===== src/rtl/predictor_stat_tracker.sv =====
// Tracks per-predictor accuracy (SP/LHP/GHP) by queueing issued predictions
// and scoring each one when its branch resolves, oldest first.
module predictor_stat_tracker #(
  parameter int STAT_COUNTER_WIDTH = 5,
  parameter int FIFO_DEPTH         = 4
) (
  input  logic                          clk,
  input  logic                          rst,
  input  logic                          pred_valid,
  input  logic                          SP_pred,
  input  logic                          LHP_pred,
  input  logic                          GHP_pred,
  input  logic                          resolve_valid,
  input  logic                          resolve_taken,
  input  logic                          flush,
  output logic [STAT_COUNTER_WIDTH-1:0] SP_stat_count,
  output logic [STAT_COUNTER_WIDTH-1:0] LHP_stat_count,
  output logic [STAT_COUNTER_WIDTH-1:0] GHP_stat_count,
  output logic [3:0]                    SP_trend_decode,
  output logic [3:0]                    LHP_trend_decode,
  output logic [3:0]                    GHP_trend_decode,
  output logic                          fifo_full,
  output logic                          fifo_empty
);

  localparam int PTR_W = $clog2(FIFO_DEPTH);

  typedef logic [STAT_COUNTER_WIDTH-1:0] count_t;
  typedef logic [PTR_W:0]                ptr_t;
  typedef enum logic [1:0] {
    STRONG_DOWN = 2'd0,
    WEAK_DOWN   = 2'd1,
    WEAK_UP     = 2'd2,
    STRONG_UP   = 2'd3
  } trend_e;

  localparam count_t CNT_MAX  = '1;
  localparam count_t CNT_INIT = {1'b1, {(STAT_COUNTER_WIDTH-1){1'b0}}};
  localparam count_t CNT_ONE  = STAT_COUNTER_WIDTH'(1);
  localparam count_t CNT_TWO  = STAT_COUNTER_WIDTH'(2);
  localparam ptr_t   PTR_ONE  = (PTR_W+1)'(1);

  // Entry bit order: [2]=SP, [1]=LHP, [0]=GHP; same index for the stat arrays.
  logic [2:0]  fifo_mem [FIFO_DEPTH];
  ptr_t        wr_ptr, rd_ptr;
  count_t      count_q  [3];
  trend_e      trend_q  [3];
  logic [3:0]  decode_q [3];
  logic [2:0]  head;
  logic        push, pop;

  // Flags depend only on the pointer registers, never on this cycle's inputs.
  assign fifo_empty = (wr_ptr == rd_ptr);
  assign fifo_full  = (wr_ptr[PTR_W] != rd_ptr[PTR_W]) &&
                      (wr_ptr[PTR_W-1:0] == rd_ptr[PTR_W-1:0]);

  assign pop  = resolve_valid && !fifo_empty;
  assign push = pred_valid && !flush && (!fifo_full || pop);
  assign head = fifo_mem[rd_ptr[PTR_W-1:0]];

  function automatic count_t count_next(count_t c, logic hit);
    if (hit) return (c == CNT_MAX) ? c : c + CNT_ONE;
    return (c < CNT_TWO) ? '0 : c - CNT_TWO;
  endfunction

  function automatic trend_e trend_next(trend_e t, logic hit);
    case (t)
      STRONG_DOWN: return hit ? WEAK_DOWN : STRONG_DOWN;
      WEAK_DOWN:   return hit ? WEAK_UP   : STRONG_DOWN;
      WEAK_UP:     return hit ? STRONG_UP : WEAK_DOWN;
      default:     return hit ? STRONG_UP : WEAK_UP;
    endcase
  endfunction

  function automatic logic [3:0] trend_onehot(trend_e t);
    return 4'b0001 << t;
  endfunction

  // NOTE: the entry storage has no reset; an entry is only read after it has
  // been written, and pointers alone define which entries are live.
  always_ff @(posedge clk) begin
    if (push) fifo_mem[wr_ptr[PTR_W-1:0]] <= {SP_pred, LHP_pred, GHP_pred};
  end

  // NOTE: all state below uses non-blocking assignments so every register
  // sees the pre-edge values of its neighbours.
  always_ff @(posedge clk) begin
    if (rst) begin
      wr_ptr <= '0;
      rd_ptr <= '0;
      for (int i = 0; i < 3; i++) begin
        count_q[i]  <= CNT_INIT;
        trend_q[i]  <= WEAK_UP;
        decode_q[i] <= trend_onehot(WEAK_UP);
      end
    end else begin
      if (pop) begin
        for (int i = 0; i < 3; i++) begin
          count_q[i]  <= count_next(count_q[i], head[i] == resolve_taken);
          trend_q[i]  <= trend_next(trend_q[i], head[i] == resolve_taken);
          decode_q[i] <= trend_onehot(trend_next(trend_q[i], head[i] == resolve_taken));
        end
      end
      // A flush scores the head first (above), then discards every entry.
      if (flush) begin
        wr_ptr <= '0;
        rd_ptr <= '0;
      end else begin
        if (push) wr_ptr <= wr_ptr + PTR_ONE;
        if (pop)  rd_ptr <= rd_ptr + PTR_ONE;
      end
    end
  end

  assign SP_stat_count    = count_q[2];
  assign LHP_stat_count   = count_q[1];
  assign GHP_stat_count   = count_q[0];
  assign SP_trend_decode  = decode_q[2];
  assign LHP_trend_decode = decode_q[1];
  assign GHP_trend_decode = decode_q[0];

endmodule


===== config.mk =====
export PLATFORM = sky130hd
export DESIGN_NAME = predictor_stat_tracker
export DESIGN_NICKNAME = d
export VERILOG_FILES = /design/src/rtl/predictor_stat_tracker.sv
export SDC_FILE = /design/constraint.sdc
export NUM_CORES = 1
export LEC_CHECK = 0
export CORE_AREA = 2 2 78 80
export CTS_CLUSTER_DIAMETER = 40
export DETAILED_ROUTE_END_ITERATION = 12
export DIE_AREA = 0 0 80 82
export GPL_TIMING_DRIVEN = 0
export PLACE_DENSITY = 0.88
export SLEW_MARGIN = 0
export SYNTH_ARGS = -nofsm -noshare
export SYNTH_HDL_FRONTEND = slang
export SYNTH_SLANG_ARGS = --single-unit

===== constraint.sdc =====
create_clock -name clk -period 2.5 [get_ports clk]
set_input_delay 0.5 -clock clk [delete_from_list [all_inputs] [get_ports clk]]
set_output_delay 0.5 -clock clk [all_outputs]
set_load 0.02 [all_outputs]

==> impl_metrics.py <==
metrics = {
    "outcome": {
        "outcome": "finished clean",
    },
    "yosys": {
        "postSynthCellCount": 268,
        "synth_xor_area_frac": 0.0609,
        "avgSynthCellArea_um2": 11.5,
        "synth-compound-area-share": 0.0812,
        "synth_top_family_by_area": "simple AND/OR/NAND/NOR gates",
        "muxShareOfSynthArea": 0.0983,
        "synthSimpleGateAreaFrac": 0.155,
        "yosysWarnings": 0,
        "synth-seq-area-share": 0.491,
        "synth_flop_cell": "edfxtp_1",
        "synthAdderAreaFrac": 0.0690,
        "synth_seq_cells": 53,
        "synth_area_um2": 3080,
        "synth_cell_types": 40,
        "async_reset_ff_frac": 0,
        "syn_nets": 294,
        "synth-edff-count": 45,
    },
    "power_and_ir_drop": {
        "power_density_nw_per_um2": 504,
        "p_sw_frac": 0.267,
        "cellLeakagePower_uw": 0.00138,
        "peakVddDrop_mv": 0.279,
        "switchingPower_uw": 488,
        "power.total_uw": 1830,
        "p_clk_frac": 0.268,
        "p_int_uw": 1340,
        "combPwrFrac": 0.173,
        "seq_power_share": 0.559,
    },
    "global_route": {
        "grt_first_pass_wirelength_mm": 9.79,
        "grt-ovfl-total": 0,
        "grt_pass1_vias": 2157,
        "grt_max_degree": 19,
        "antenna_found_initial": 0,
        "grt_usage": 0.191,
    },
    "placed_design": {
        "routabilityCongestion": 0.814,
        "pre_cts_slack_ps": -4.48,
        "portBuffers": 36,
        "hpwl_mm": 4.44,
        "placedCellCount": 379,
    },
    "worst_hold_path": {
        "whs_path_depth": 2,
        "hp-class": "reg -> reg",
    },
    "sta": {
        "layout_setup_ws_ps": 280,
        "setup_viol": 0,
        "timing.final.crit_period_ps": 2220,
        "post-route-period-util": 0.888,
        "slew_headroom": 0.571,
        "max_freq_mhz": 451,
        "tightest_slew_ps": 637,
        "drv_slew": 0,
        "skew_ps": 10.2,
        "grt_setup_unrepaired": "no",
        "tns_ps": 0,
        "final-hold-violation-count": 0,
    },
    "clock_tree": {
        "tritoncts.num_buffers": 5,
        "clock_sinks": 53,
        "insertion_delay_ps": 300,
        "post_cts_buffers": 0,
        "cts_tree": "done",
        "clock_path_buffers": 2,
        "cts_root_buf": "clkbuf_8",
        "path_clk_slew_ps": 100,
        "h-tree-depth": 2,
        "cts_resized": 0,
        "hold_buffers": 0,
    },
    "critical_path": {
        "required_ps": 2540,
        "crit_chain": "xor2_1 > or2_2 > o21ai_1 > clkbuf_1 > a21oi_1",
        "crit_path_end_kind": "register",
        "cp_top_family": "compound AO/OA/AOI/OAI gates",
        "arrival_ps": 2260,
        "crit_path_start_kind": "register",
        "critPathMaxFanout": 10,
        "cp_num_cells": 5,
        "cp_slowest_stage_delay_ps": 480,
        "reg2reg_depth": 5,
        "crit_buf_inv": 1,
        "worstSetupPathType": "reg -> reg",
        "cpMaxStageDelayCell": "clkbuf_1",
    },
    "detailed_routing": {
        "vias": 2166,
        "routed_wl_mm": 5.96,
        "ant_nets": 0,
        "drtIter0Drc": 122,
        "vias_per_cell": 5.60,
        "avgRoutedWirePerCell_um": 15.4,
        "first_pass_iters": 4,
        "drc_errors": 0,
    },
    "floorplan": {
        "die_w_um": 80,
        "die_h_um": 82,
        "rows": 28,
        "io_pins": 38,
        "die_area_um2": 6560,
        "coreArea_um2": 5750,
        "start_util": 0.536,
    },
    "cells_and_area": {
        "drive_gt1_frac": 0.122,
        "syn2layout_area_growth_pct": 17.8,
        "fin_cells": 387,
        "final_nets": 337,
        "num-fill-cells": 479,
        "utilization": 0.632,
        "antennaDiodeCount": 0,
    },
    "run": {
        "maxCapViolations": 0,
    },
}
path summary, 6_finish.rpt:
check / startpoint / to / slack [ps]
max: rd_ptr[0] / trend_q[0][4] / 280
min: wr_ptr[1] / wr_ptr[1] / 550
max reg2reg: rd_ptr[0] / trend_q[0][4] / 280
min reg2reg: wr_ptr[1] / wr_ptr[1] / 550
routing by layer:
layer  track usage  vias up  wire, um
met5             0        -         0
met4        0.0746        0        89
met3        0.0330       10       211
met2         0.348       54      3220
met1         0.225     1049      2450
li1              -     1053         -
flip-flops by register name, summed over array words and instances, names as in the netlist, named ones only:
name	flops
count_q	15
decode_q	12
fifo_mem	12
trend_q	6
rd_ptr	3
wr_ptr	3
placed cells by master, fill, tap and decap left out, types with 3 or more instances in the layout:
cell type,instances
clkbuf_8,5
clkdlybuf4s50_1,34
mux2i_1,13
nand4b_1,4
nor2_1,19
and2_1,5
or3_1,7
nor3b_1,3
nor3_1,10
clkbuf_1,3
nand2_1,24
ha_1,17
buf_6,5
a21o_1,6
inv_1,15
and3_1,4
o21ai_0,10
edfxtp_1,45
or2_2,3
xnor2_4,3
dfxtp_1,8
a21oi_1,15
xnor2_1,6
xor2_1,6
mux2_2,9
metrics by stage:
stage / hold WS [ps] / cell area (um^2)
after global placement: 511 / 3530
after detailed placement: 539 / 3530
after floorplan: 495 / 3080
after CTS: 556 / 3620
after global routing: 573 / 3630
final: 552 / 3630
worst reg2reg max path: stages, from the launching register on:
cell	delay (ps)
dfxtp_1	360
xor2_1	210
or2_2	340
o21ai_1	470
clkbuf_1	480
a21oi_1	100
layout make-up:
class,instances,area (um^2),share of cell area
flip-flops and latches,53,1510,0.416
multi-input cells,189,1430,0.394
repair buffers,36,365,0.101
well taps,75,93.8,0.0259
plain buffers,11,81.3,0.0224
clock buffers,5,68.8,0.0190
inverters,15,56.3,0.0155
clock inverters,3,21.3,0.00586
power groups by stage:
stage | Clock, uW | Sequential [uW] | Combinational, uW
after floorplan | 0 | 1060 | 187
after global placement | 0 | 1040 | 305
after detailed placement | 0 | 1040 | 317
after CTS | 495 | 1020 | 318
after global routing | 528 | 1030 | 343
final | 490 | 1020 | 316
cells by family (layout without fill, tap and decap cells):
logic type / after synthesis / in the layout
muxes: 25 / 25
and+or+nand+nor: 91 / 91
adders and majority gates: 17 / 17
AOI/OAI and AO/OA: 41 / 41
DFF: 53 / 53
xor gates and xnor gates: 15 / 15
buffers and inverters: 26 / 70
cell usage after synthesis (all sizes together) (7+ instances only):
| cell | count | area, um^2 |
|---|---|---|
| edfxtp | 45 | 1350 |
| nand2 | 24 | 90.1 |
| nor2 | 19 | 71.3 |
| ha | 17 | 213 |
| a21oi | 15 | 75.1 |
| inv | 15 | 56.3 |
| mux2i | 13 | 130 |
| o21ai | 12 | 60.1 |
| nor3 | 10 | 50.1 |
| mux2 | 9 | 101 |
| xnor2 | 9 | 135 |
| buf | 8 | 70.1 |
| dfxtp | 8 | 160 |
| or3 | 7 | 43.8 |
(Power assumes the default switching activity.)
==> patch 1, RTL diff (same flow settings) <==
Register the outputs `SP_stat_count`, `LHP_stat_count` and `GHP_stat_count`, cleared by the reset; this adds one clock of latency there. The other outputs are not delayed to match.
--- a/src/rtl/predictor_stat_tracker.sv
+++ b/src/rtl/predictor_stat_tracker.sv
@@ -114,5 +114,13 @@
 
-  assign SP_stat_count    = count_q[2];
-  assign LHP_stat_count   = count_q[1];
-  assign GHP_stat_count   = count_q[0];
+  always_ff @(posedge clk) begin
+    if (rst) begin
+      SP_stat_count  <= '0;
+      LHP_stat_count <= '0;
+      GHP_stat_count <= '0;
+    end else begin
+      SP_stat_count  <= count_q[2];
+      LHP_stat_count <= count_q[1];
+      GHP_stat_count <= count_q[0];
+    end
+  end
   assign SP_trend_decode  = decode_q[2];
Behaviour: not the same (a bounded check fails within 4 cycles, from zero or initial values and one cycle with rst high).
==> patch 1 against the original RTL <==
Worst setup slack got worse by 0.053 ns; critical path type unchanged; count of clock-buffer cells in the layout rose by 6; non-clock buffer count rose by 2; largest cell class unchanged; area after synthesis rose by 12%; routed wire length rose by 4.4%; fmax fell by 2.3%; synthesized cell count rose by 12%; critical endpoint is now count_q[0][11]; sequential cell count rose by 15; hold slack got worse by 0.015 ns; total power rose by 35%; cell area rose by 13%.
==> patch 1: results (changes against the original RTL) <==
clocking:
  ctsLongestPathBuffers: 2  # unchanged
  numCtsBuffers: 9  # was 5
  clk_pin_slew_ns: 0.07  # was 0.10 ns
  insertion_delay_ns: 0.35  # was 0.30 ns
  htreeDepth: 3  # was 2
  cts_root_buf: "clkbuf_8"  # unchanged
routing:
  firstDrtPassIters: 4  # unchanged
  drc_errors: 0  # unchanged
  top_layer: "met4"  # unchanged
  avgViaCountPerCell: 5.52  # was 5.60
  wl_met2_mm: 3.18  # was 3.22 mm
  vias: 2355  # was 2166
  wl_met3_microns: 285  # was 211 microns
  route.final.wire_length_mm: 6.22  # was 5.96 mm
  wl_met1_mm: 2.60  # was 2.45 mm
  drt_iter0_drc: 121  # was 122
layout:
  final_nets: 373  # was 337
  drive_above_1_share_pct: 12.5  # was 12.2%
  largest_reg_flops: 15  # unchanged
place:
  portBuffers: 37  # was 36
  gp_congestion: 0.819  # was 0.814
  placed_cell_area_sq_mm: 0.00393  # was 0.00353 sq mm
  dpl.hpwl_mm: 4.44  # about the same
  place_inst: 411  # was 379
global_route:
  met3_usage_pct: 4.40  # was 3.30%
  grt_pass1_vias: 2302  # was 2157
  gr-usage-met2_pct: 35.6  # was 34.8%
  grt_use_met1_pct: 26.2  # was 22.5%
  grtUsageTotal_pct: 21.6  # was 19.1%
  grt_pass1_wl_mm: 10.6  # was 9.79 mm
  grt_max_degree: 19  # unchanged
logic_synthesis:
  synthTopCellsByArea: "edfxtp_1, dfxtp_1, ha_1"  # was edfxtp_1, ha_1, dfxtp_1
  ys_seq_area_share_pct: 52.3  # was 49.1%
  synthTopCellsByCount: "edfxtp_1, nor2_1, nand2_1"  # was edfxtp_1, nand2_1, nor2_1
  ys.warnings.count: 0  # unchanged
  synth_fp_nets: 325  # was 294
  netlist_instances: 299  # was 268
  synth_edf_count: 45  # unchanged
sta:
  finClkSkew_ns: 0.00891  # was 0.0102 ns
  maxSlewHeadroom_pct: 56.1  # was 57.1%
setup_path:
  cp.arrival_ns: 2.35  # was 2.26 ns
status:
  outcome: "finished, final reports clean"  # unchanged
power:
  irDropWorstVdd_mv: 0.594  # was 0.279 mV
  cellLeakagePower_nw: 1.59  # was 1.38 nW
worst_hold_path:
  hold_path.class: "flop to flop"  # unchanged
[patch 1: report_power, final]
group          switching [mW]  internal [mW]  total [mW]
Combinational           0.172          0.155       0.327
Sequential             0.0314           1.24        1.28
Clock                   0.409          0.456       0.865
[patch 1: worst max-delay path, cell delays in order, from the launching register on]
cell and delay [ns]:
dfxtp_1 0.42, xor2_1 0.15, or2_2 0.34, o21ai_1 0.50, clkbuf_1 0.49, a21oi_1 0.10
[patch 1: logic make-up after synthesis]
family,synth area share (%)
flip-flops,52.3
buffers and inverters,4.08
adder cells (fa/ha/maj),6.14
multiplexers,8.74
AND/OR/NAND/NOR,16.1
XOR/XNOR,5.42
AO/OA/AOI/OAI,7.23
[patch 1: per-stage QoR]
step	hold slack (ns)	total power, mW	TNS, ns	setup WS, ns
2_1_floorplan	0.495	1.52	0	0.470
3_3_place_gp	0.510	1.61	0	0.0365
3_5_place_dp	0.527	1.63	-0.0200	-0.0170
4_1_cts	0.538	2.48	0	0.0180
5_1_grt	0.586	2.56	0	0.104
6_report	0.537	2.47	0	0.227
[patch 1: cell type report]
| cell class | instances | area [sq um] |
|---|---|---|
| Multi-Input combinational cell | 204 | 1510 |
| Sequential cell | 68 | 1810 |
| Timing Repair Buffer | 37 | 375 |
| Tap cell | 75 | 93.8 |
| Inverter | 15 | 56.3 |
| Fill cell | 401 | 1630 |
| Clock buffer | 11 | 131 |
| Clock inverter | 5 | 52.6 |
| Buffer | 12 | 85.1 |
[patch 1: worst paths after layout]
check / depth (start not counted) / end / slack [ns] / startpoint
worst max-delay path: 5 / count_q[0][11] / 0.23 / wr_ptr[0]
worst min-delay path: 2 / wr_ptr[2] / 0.54 / wr_ptr[2]
worst max register to register: 5 / count_q[0][11] / 0.23 / wr_ptr[0]
worst min register to register: 2 / wr_ptr[2] / 0.54 / wr_ptr[2]
==> patch 2, RTL diff (config.mk and constraints unchanged) <==
Without the edit above. `STAT_COUNTER_WIDTH`: 5 -> 10.
--- a/src/rtl/predictor_stat_tracker.sv
+++ b/src/rtl/predictor_stat_tracker.sv
@@ -3,3 +3,3 @@
 module predictor_stat_tracker #(
-  parameter int STAT_COUNTER_WIDTH = 5,
+  parameter int STAT_COUNTER_WIDTH = 10,
   parameter int FIFO_DEPTH         = 4
Ports: changed (resized GHP_stat_count, LHP_stat_count and SP_stat_count); port bits go from 38 to 53. No check against the original RTL was run, so the function may have changed too.
==> patch 2 against the original RTL <==
Sequential cell count is 15 higher; area after synthesis up 29%; total power rose by 44%; cell area rose by 33%; worst setup slack got worse by 0.25 ns; routed wire length rose by 67%; count of clock-buffer cells in the layout rose by 4.
==> patch 2: results (changes against the original RTL) <==
status:
  outcome: "finished, final reports clean"  # unchanged
global_route:
  gr-usage-met2_pct: 51.2  # was 34.8%
  grt_pass1_vias: 3272  # was 2157
  grt_pass1_wl_mm: 15.8  # was 9.79 mm
  met3_usage_pct: 6.04  # was 3.30%
  grt_use_met1_pct: 40.9  # was 22.5%
  grtUsageTotal_pct: 32.0  # was 19.1%
clocking:
  clk_pin_slew_ns: 0.07  # was 0.10 ns
  numCtsBuffers: 9  # was 5
  ctsResizeCount: 6  # was 0
layout:
  seq_cells: 68  # was 53
  drive_above_1_share_pct: 11.1  # was 12.2%
  clkCellAreaFrac_pct: 3.44  # was 2.48%
  inverters: 14  # was 15
  seq_area_sq_mm: 0.00196  # was 0.00151 sq mm
  non_clock_buffer_area_share_pct: 13.3  # was 12.3%
  final_nets: 477  # was 337
  buffers: 77  # was 47
  multi_input_area_share_pct: 39.7  # was 39.4%
  multi_input_gates: 284  # was 189
  fillers: 316  # was 479
sta:
  maxSlewHeadroom_pct: 45.4  # was 57.1%
  holdWs_ns: 0.572  # was 0.552 ns
  layout_setup_ws_ns: 0.0332  # was 0.280 ns
place:
  portBuffers: 50  # was 36
  pre_cts_slack_ns: -0.372  # was -0.00448 ns
  dpl.hpwl_mm: 6.53  # was 4.44 mm
  gp_congestion: 0.916  # was 0.814
power:
  cellLeakagePower_nw: 1.75  # was 1.38 nW
  p_per_area_mw_per_mm2: 545  # was 504 mW/mm^2
  irDropWorstVdd_mv: 0.397  # was 0.279 mV
worst_hold_path:
  holdPathEnd: "wr_ptr[2]"  # was wr_ptr[1]
  worstHoldStart: "wr_ptr[2]"  # was wr_ptr[1]
logic_synthesis:
  synth_edf_count: 60  # was 45
  synth_xor_xnor_area_share_pct: 4.82  # was 6.09%
  synthMuxAreaShare_pct: 2.83  # was 9.83%
  async_flop_share_pct: 0  # unchanged
  synth_compound_gate_area_share_pct: 14.4  # was 8.12%
  ys_seq_area_share_pct: 49.4  # was 49.1%
  ys_types: 57  # was 40
  synth_fp_nets: 413  # was 294
  synthTopCellsByCount: "edfxtp_1, nor2_1, nand2_1"  # was edfxtp_1, nand2_1, nor2_1
  synthTopCellsByArea: "edfxtp_1, ha_1, dfxtp_1"  # unchanged
  synthAdderAreaFrac_pct: 4.41  # was 6.90%
routing:
  wl_met3_microns: 902  # was 211 microns
  drt_iter0_drc: 476  # was 122
  firstDrtPassIters: 8  # was 4
  wl_per_cell_microns: 18.6  # was 15.4 microns
  avgViaCountPerCell: 6.68  # was 5.60
  wl_met2_mm: 4.79  # was 3.22 mm
floorplanning:
  dieArea_sq_mm: 0.00656  # unchanged
setup_path:
  cp.arrival_ns: 2.54  # was 2.26 ns
-- patch 2: power by group --
| group | total (mW) | internal [mW] | switching, mW |
|---|---|---|---|
| clock network | 0.806 | 0.354 | 0.452 |
| logic | 0.487 | 0.195 | 0.292 |
| registers | 1.34 | 1.29 | 0.0531 |
-- patch 2: logic make-up after synthesis --
group	count (synthesis)
AND/OR/NAND/NOR	160
AO/OA/AOI/OAI	82
flip-flops	68
buffers and inverters	38
XOR/XNOR	21
adder cells (fa/ha/maj)	14
multiplexers	7
-- patch 2: worst max-delay path: stages, from the launching register on --
cell,delay (ns)
dfxtp_1,0.42
mux4_2,0.61
xnor2_2,0.33
buf_2,0.30
a21oi_1,0.12
or2_2,0.41
-- patch 2: per-stage QoR --
step	setup TNS (ns)	power (mW)	cells
floorplan	0	1.65	390
global placement	-3.68	1.80	515
detailed placement	-6.23	1.82	515
CTS	0	2.60	531
global route	-1.27	2.72	534
finish	0	2.63	534
